`config.mk`:
```
export PLATFORM = sky130hd
export DESIGN_NAME = rv_stream_fixed_arb_flat
export DESIGN_NICKNAME = d
export VERILOG_FILES = /design/src/rtl/rv_stream_fixed_arb_pkg.sv /design/src/rtl/rv_stream_fixed_arb_if.sv /design/src/rtl/rv_stream_fixed_arb_fixed_arbiter.sv /design/src/rtl/rv_stream_fixed_arb.sv /design/src/flat_wrapper.sv
export SDC_FILE = /design/constraint.sdc
export NUM_CORES = 1
export LEC_CHECK = 0
export CORE_MARGIN = 2
export CORE_UTILIZATION = 37
export DETAILED_ROUTE_END_ITERATION = 10
export PLACE_DENSITY = 0.87
export RECOVER_POWER = 100
export SLEW_MARGIN = 20
export SYNTH_ARGS = -nofsm -noshare
export SYNTH_HDL_FRONTEND = slang
export SYNTH_SLANG_ARGS = --single-unit
```
`constraint.sdc`:
```
create_clock -name clk -period 4.79 [get_ports clk]
set_clock_uncertainty 0.15 [all_clocks]
set_input_delay 0.958 -clock clk [delete_from_list [all_inputs] [get_ports clk]]
set_output_delay 0.958 -clock clk [all_outputs]
set_load 0.02 [all_outputs]
```
`src/rtl/rv_stream_fixed_arb_pkg.sv`:
```
// Shared types and helpers for the fixed-priority stream arbiter.
package rv_stream_fixed_arb_pkg;

   typedef enum logic {
      ST_IDLE   = 1'b0,
      ST_LOCKED = 1'b1
   } arb_state_e;

   // Index width is kept at least one bit so a single-stream build still has a sel port.
   function automatic int idx_width(input int n);
      return (n > 1) ? $clog2(n) : 1;
   endfunction

endpackage

```
`src/rtl/rv_stream_fixed_arb_if.sv`:
```
// N:1 stream bundle: per-stream request side plus the single registered output side.
interface rv_stream_fixed_arb_if #(
   parameter int NUM_REQS     = 4,
   parameter int DATAW        = 32,
   parameter int LOG_NUM_REQS = rv_stream_fixed_arb_pkg::idx_width(NUM_REQS)
) ();

   logic [NUM_REQS-1:0]       valid_in;
   logic [NUM_REQS*DATAW-1:0] data_in;
   logic [NUM_REQS-1:0]       last_in;
   logic [NUM_REQS-1:0]       ready_in;
   logic                      valid_out;
   logic [DATAW-1:0]          data_out;
   logic                      last_out;
   logic [LOG_NUM_REQS-1:0]   sel_out;
   logic                      ready_out;

   modport slave (
      input  valid_in, data_in, last_in, ready_out,
      output ready_in, valid_out, data_out, last_out, sel_out
   );

   modport master (
      output valid_in, data_in, last_in, ready_out,
      input  ready_in, valid_out, data_out, last_out, sel_out
   );

endinterface

```
`src/rtl/rv_stream_fixed_arb_fixed_arbiter.sv`:
```
// Combinational fixed-priority picker: the lowest-index set request wins.
module rv_stream_fixed_arb_fixed_arbiter #(
   parameter int NUM_REQS     = 4,
   parameter int LOG_NUM_REQS = rv_stream_fixed_arb_pkg::idx_width(NUM_REQS)
) (
   input  logic [NUM_REQS-1:0]     requests_i,
   output logic [LOG_NUM_REQS-1:0] grant_index_o,
   output logic [NUM_REQS-1:0]     grant_onehot_o,
   output logic                    grant_valid_o
);

   always_comb begin
      // NOTE: every output gets a default before the loop so no path leaves it unassigned (no latch).
      grant_index_o  = '0;
      grant_onehot_o = '0;
      grant_valid_o  = 1'b0;
      // Scan downwards so the last match, i.e. the lowest index, is the one that sticks.
      for (int i = NUM_REQS - 1; i >= 0; i--) begin
         if (requests_i[i]) begin
            grant_index_o     = LOG_NUM_REQS'(i);
            grant_onehot_o    = '0;
            grant_onehot_o[i] = 1'b1;
            grant_valid_o     = 1'b1;
         end
      end
   end

endmodule

```
`src/rtl/rv_stream_fixed_arb.sv`:
```
// Fixed-priority N:1 stream arbiter with a one-deep output register and optional packet lock.
module rv_stream_fixed_arb
   import rv_stream_fixed_arb_pkg::*;
#(
   parameter int NUM_REQS     = 4,
   parameter int DATAW        = 32,
   parameter int LOCK_ENABLE  = 1,
   parameter int LOG_NUM_REQS = idx_width(NUM_REQS)
) (
   input  logic                 clk,
   input  logic                 reset,
   rv_stream_fixed_arb_if.slave bus
);

   arb_state_e              state_q, state_d;
   logic [LOG_NUM_REQS-1:0] lock_idx_q, lock_idx_d;
   logic                    valid_q, valid_d;
   logic [DATAW-1:0]        data_q, data_d;
   logic                    last_q, last_d;
   logic [LOG_NUM_REQS-1:0] sel_q, sel_d;

   logic [NUM_REQS-1:0]     elig;
   logic [NUM_REQS-1:0]     grant_onehot;
   logic [LOG_NUM_REQS-1:0] grant_index;
   logic                    grant_valid;
   logic                    stage_ready;
   logic                    fire;
   logic [DATAW-1:0]        grant_data;
   logic                    grant_last;

   // While locked only the owner may be granted, even if it is idle this cycle.
   always_comb begin
      elig = bus.valid_in;
      if (state_q == ST_LOCKED) begin
         elig = bus.valid_in & (NUM_REQS'(1) << lock_idx_q);
      end
   end

   rv_stream_fixed_arb_fixed_arbiter #(
      .NUM_REQS     (NUM_REQS),
      .LOG_NUM_REQS (LOG_NUM_REQS)
   ) u_arbiter (
      .requests_i     (elig),
      .grant_index_o  (grant_index),
      .grant_onehot_o (grant_onehot),
      .grant_valid_o  (grant_valid)
   );

   assign stage_ready  = !valid_q | bus.ready_out;
   assign fire         = grant_valid & stage_ready;
   assign bus.ready_in = reset ? '0 : (grant_onehot & {NUM_REQS{stage_ready}});
   assign grant_data   = bus.data_in[int'(grant_index)*DATAW +: DATAW];
   assign grant_last   = bus.last_in[grant_index];

   always_comb begin
      state_d    = state_q;
      lock_idx_d = lock_idx_q;
      valid_d    = valid_q;
      data_d     = data_q;
      last_d     = last_q;
      sel_d      = sel_q;
      if (stage_ready) begin
         valid_d = fire;
      end
      if (fire) begin
         data_d = grant_data;
         last_d = grant_last;
         sel_d  = grant_index;
         // A fire while locked is always from the owner, so last_in of the grant ends the packet.
         if (LOCK_ENABLE != 0) begin
            unique case (state_q)
               ST_IDLE: begin
                  if (!grant_last) begin
                     state_d    = ST_LOCKED;
                     lock_idx_d = grant_index;
                  end
               end
               ST_LOCKED: begin
                  if (grant_last) begin
                     state_d = ST_IDLE;
                  end
               end
               default: state_d = ST_IDLE;
            endcase
         end
      end
   end

   always_ff @(posedge clk) begin
      // NOTE: state uses non-blocking assignments so every register samples pre-edge values.
      if (reset) begin
         state_q    <= ST_IDLE;
         lock_idx_q <= '0;
         valid_q    <= 1'b0;
         data_q     <= '0;
         last_q     <= 1'b0;
         sel_q      <= '0;
      end else begin
         state_q    <= state_d;
         lock_idx_q <= lock_idx_d;
         valid_q    <= valid_d;
         data_q     <= data_d;
         last_q     <= last_d;
         sel_q      <= sel_d;
      end
   end

   assign bus.valid_out = valid_q;
   assign bus.data_out  = data_q;
   assign bus.last_out  = last_q;
   assign bus.sel_out   = sel_q;

endmodule
```
`src/flat_wrapper.sv`:
```
// flat-port wrapper written by rule: the top's interface ports become plain ports
module rv_stream_fixed_arb_flat import rv_stream_fixed_arb_pkg::*;
#(
   parameter int NUM_REQS     = 4,
   parameter int DATAW        = 32,
   parameter int LOCK_ENABLE  = 1,
   parameter int LOG_NUM_REQS = idx_width(NUM_REQS)
)
  (clk, reset, bus_valid_in, bus_data_in, bus_last_in, bus_ready_out, bus_ready_in, bus_valid_out, bus_data_out, bus_last_out, bus_sel_out);
  rv_stream_fixed_arb_if #(.NUM_REQS(NUM_REQS), .DATAW(DATAW), .LOG_NUM_REQS(LOG_NUM_REQS)) bus_i ();
  input  logic clk;
  input  logic reset;
  input wire logic [$bits(bus_i.valid_in)-1:0] bus_valid_in;
  input wire logic [$bits(bus_i.data_in)-1:0] bus_data_in;
  input wire logic [$bits(bus_i.last_in)-1:0] bus_last_in;
  input wire logic [$bits(bus_i.ready_out)-1:0] bus_ready_out;
  output wire logic [$bits(bus_i.ready_in)-1:0] bus_ready_in;
  output wire logic [$bits(bus_i.valid_out)-1:0] bus_valid_out;
  output wire logic [$bits(bus_i.data_out)-1:0] bus_data_out;
  output wire logic [$bits(bus_i.last_out)-1:0] bus_last_out;
  output wire logic [$bits(bus_i.sel_out)-1:0] bus_sel_out;
  assign bus_i.valid_in = bus_valid_in;
  assign bus_i.data_in = bus_data_in;
  assign bus_i.last_in = bus_last_in;
  assign bus_i.ready_out = bus_ready_out;
  assign bus_ready_in = bus_i.ready_in;
  assign bus_valid_out = bus_i.valid_out;
  assign bus_data_out = bus_i.data_out;
  assign bus_last_out = bus_i.last_out;
  assign bus_sel_out = bus_i.sel_out;
  rv_stream_fixed_arb #(.NUM_REQS(NUM_REQS), .DATAW(DATAW), .LOCK_ENABLE(LOCK_ENABLE), .LOG_NUM_REQS(LOG_NUM_REQS)) u_core (.clk(clk), .reset(reset), .bus(bus_i));
endmodule
```
==> out/qor.yml, run 1 <==
floorplan:
  rows: 28
  core_um2: 5990
  die_y_um: 83.4
  die_width_um: 83.4
  num_io_pins: 179
  initial_utilization: 0.390
  die_area_um2: 6960
yosys:
  synthAdderAreaFrac: 0
  synth-seq-area-share: 0.335
  synthSimpleGateAreaFrac: 0.125
  synth_top_family_by_area: "multiplexers"
  synthTopCellsByArea: "dfxtp_1 33%, mux2i_1 28%, o221ai_1 12%, nand2_1 6.0%, buf_4 1.9%"
  synth_mux_area_frac: 0.283
  synth_xor_area_frac: 0
  synth_warnings: 0
  synth_compound_area_frac: 0.202
  synth_top_area_cell: "dfxtp_1"
  synthesis.nets: 388
  synth-seq-cells: 39
  ys_async_sr_fraction: 0
  syn_area_um2: 2330
  synth_flop_cell: "dfxtp_1"
  synth_area_per_cell_um2: 9.37
  synth_cell_types: 33
  synth.top_cell.area_share: 0.335
  synthCells: 249
  synth_edf_count: 0
layout:
  final_area_um2: 4190
  nFillCells: 497
  final_cells: 494
  layout.cells.most_common: "clkdlybuf4s50_1"
  diodes: 0
  layout-drive-gt1-share: 0.0382
  mostFrequentLayoutCells: "137 x clkdlybuf4s50_1, 66 x mux2i_1, 41 x dlygate4sd3_1"
  areaGrowthSynthToFinish_pct: 79.6
  fin_nets: 557
timing:
  rsz0062_at_grt: "no"
  setup_viol: 0
  tightest_slew_ns: 1.19
  post-route-period-util: 0.859
  maxSlewViolCount: 0
  fin_setup_tns_ns: 0
  finalHoldViolCount: 0
  max_freq_mhz: 243
  maxSlewHeadroom: 0.205
  min_period_ns: 4.12
power_and_ir_drop:
  p_switching_uw: 327
  leakage_uw: 0.00188
  p_comb_frac: 0.411
  power.switching_fraction: 0.317
  seqPwrFrac: 0.381
  ir_worst_vdd_mv: 0.146
  p_clk_frac: 0.207
  power_density_nw_per_um2: 246
  intPower_uw: 704
  power_uw: 1030
detailed_routing:
  vias: 2607
  first_pass_iters: 4
  drt_wl_total_mm: 8.08
  dr.first_iter.drc_count: 63
  drc_errors: 0
  ant_nets: 0
  wl_per_cell_um: 16.4
  vias_per_cell: 5.28
cts:
  cts-root-buf: "clkbuf_8"
  cts_buffer_depth: 2
  cts_hold_buf: 0
  worstSkewPairLatency_ns: 0.28
  numCtsBuffers: 5
  cts_tree: "yes"
  clk_pin_slew_ns: 0.07
  cts_setup_buffers: 0
  clkSinkCount: 39
  post_cts_resized: 0
  cts_max_level: 2
global_routing:
  grt_max_degree: 40
  track_usage: 0.224
  antenna_found_initial: 0
  grt_pass1_vias: 2705
  grt_overflow_total: 0
  grt_pass1_wl_mm: 12.7
worst_setup_path:
  worstPathRequired_ns: 3.68
  worstSetupEndpointType: "primary output"
  regToRegEndpoint: "u_core.lock_idx_q[0]$_SDFFE_PP0P_"
  cp.arrival_ns: 3.01
  rrSetupSlack_ns: 2.07
  cp_cell_sequence: "dlygate4sd3_1 -> nand2b_1 -> nor2_1 -> and3_1 -> dlygate4sd3_1"
  path_class: "primary input to primary output"
  critical_path.slowest_cell: "dlygate4sd3_1"
  critPathMostFrequentCell: "dlygate4sd3_1"
  r2r-start: "u_core.lock_idx_q[0]$_SDFFE_PP0P_"
  start_kind: "primary input"
  reg2regPathDepth: 6
  crit_path_max_incr_delay_ns: 0.69
  cp_max_fo: 13
min_path:
  min_from: "u_core.bus.data_out[11]$_SDFFE_PP0P_"
  min_path_cells: 2
  min-delay-path-class: "flop to flop"
  hold_end: "u_core.bus.data_out[11]$_SDFFE_PP0P_"
placed_design:
  place.gp.congestion: 0.890
  placed_cells: 486
  place_hpwl_mm: 6.40
  port_buffers: 178
  placed_area_um2: 4130
run:
  drv_cap: 0
status:
  status: "completed"
==> worst max-delay path by stage <==
stage	startpoint	end	slack, ns	depth (start not counted)
2_1_floorplan	bus_valid_in[1]	bus_ready_in[2]	2.02	4
3_3_place_gp	reset	bus_ready_in[2]	0.93	5
3_5_place_dp	reset	bus_ready_in[2]	0.88	5
4_1_cts	reset	bus_ready_in[2]	0.88	5
5_1_grt	reset	bus_ready_in[2]	0.59	5
6_report	reset	bus_ready_in[2]	0.67	5
==> synthesized netlist by cell type, types with 3 or more instances <==
cell type  count
clkbuf_1       7
mux2i_1       66
nor2_1        10
inv_1          3
buf_2          5
nand2_1       37
nand3b_1       3
o21ai_0        6
dfxtp_1       39
o221ai_1      32
nand2b_1       6
buf_4          6
a21oi_1        5
==> through the flow <==
step           setup WS, ns  utilization  hold WS, ns
3_3_place_gp          0.931        0.689        0.294
4_1_cts               0.884        0.703        0.320
2_1_floorplan          2.02            -        0.389
3_5_place_dp          0.877        0.689        0.297
5_1_grt               0.590        0.699        0.334
6_report              0.674        0.699        0.312
==> kinds of logic (layout without fill, tap and decap cells) <==
logic type             Yosys count  in the layout
buffers and inverters           23            193
AOI/OAI and AO/OA               56             56
and+or+nand+nor                 65             65
muxes                           66             66
DFF                             39             39
==> worst max-delay path, delay by kind of cell <==
kind,cells,cell delay (ns)
buffers and inverters,2,1.36
and+or+nand+nor,3,0.70
==> power groups by stage <==
stage | sequential, µW | combinational, µW | clock [µW]
after floorplan | 444 | 172 | 0
after global placement | 400 | 433 | 0
after detailed placement | 401 | 442 | 0
after CTS | 394 | 444 | 224
after global routing | 397 | 453 | 233
final | 393 | 424 | 214
==> final cells by class <==
type                            instances  area (µm²)  share of cell area
Clock buffer                            7        76.3              0.0182
Clock inverter                          1        5.00             0.00119
Inverter                                3        11.3             0.00269
Multi-Input combinational cell        187        1410               0.337
Sequential cell                        39         781               0.186
Tap cell                               75        93.8              0.0224
Timing Repair Buffer                  182        1810               0.432
==> per-layer routing <==
metal	GRT usage	share of wire	up-vias
li1	-	-	1277
met1	0.228	0.36	1221
met2	0.437	0.56	105
met3	0.0676	0.078	4
met4	0.0645	0.0068	0
met5	0	0	-
==> flip-flops by register name, indices dropped and copies added (netlist names) <==
register / cells
u_core.bus.data_out: 32
u_core.bus.last_out: 1
u_core.bus.sel_out: 2
u_core.bus.valid_out: 1
u_core.lock_idx_q: 2
u_core.state_q: 1
Note: power is estimated with default switching activity, not from simulation.
==> inputs of run 2 (changes only) <==
--- a/config.mk
+++ b/config.mk
@@ -8,9 +8,11 @@
 export CORE_MARGIN = 2
 export CORE_UTILIZATION = 37
 export DETAILED_ROUTE_END_ITERATION = 10
+export GPL_TIMING_DRIVEN = 1
 export PLACE_DENSITY = 0.87
 export RECOVER_POWER = 100
 export SLEW_MARGIN = 20
 export SYNTH_ARGS = -nofsm -noshare
 export SYNTH_HDL_FRONTEND = slang
 export SYNTH_SLANG_ARGS = --single-unit
+export TNS_END_PERCENT = 100
==> results of run 2 <==
The final DEF is identical to that of run 1; final timing and power are the same.
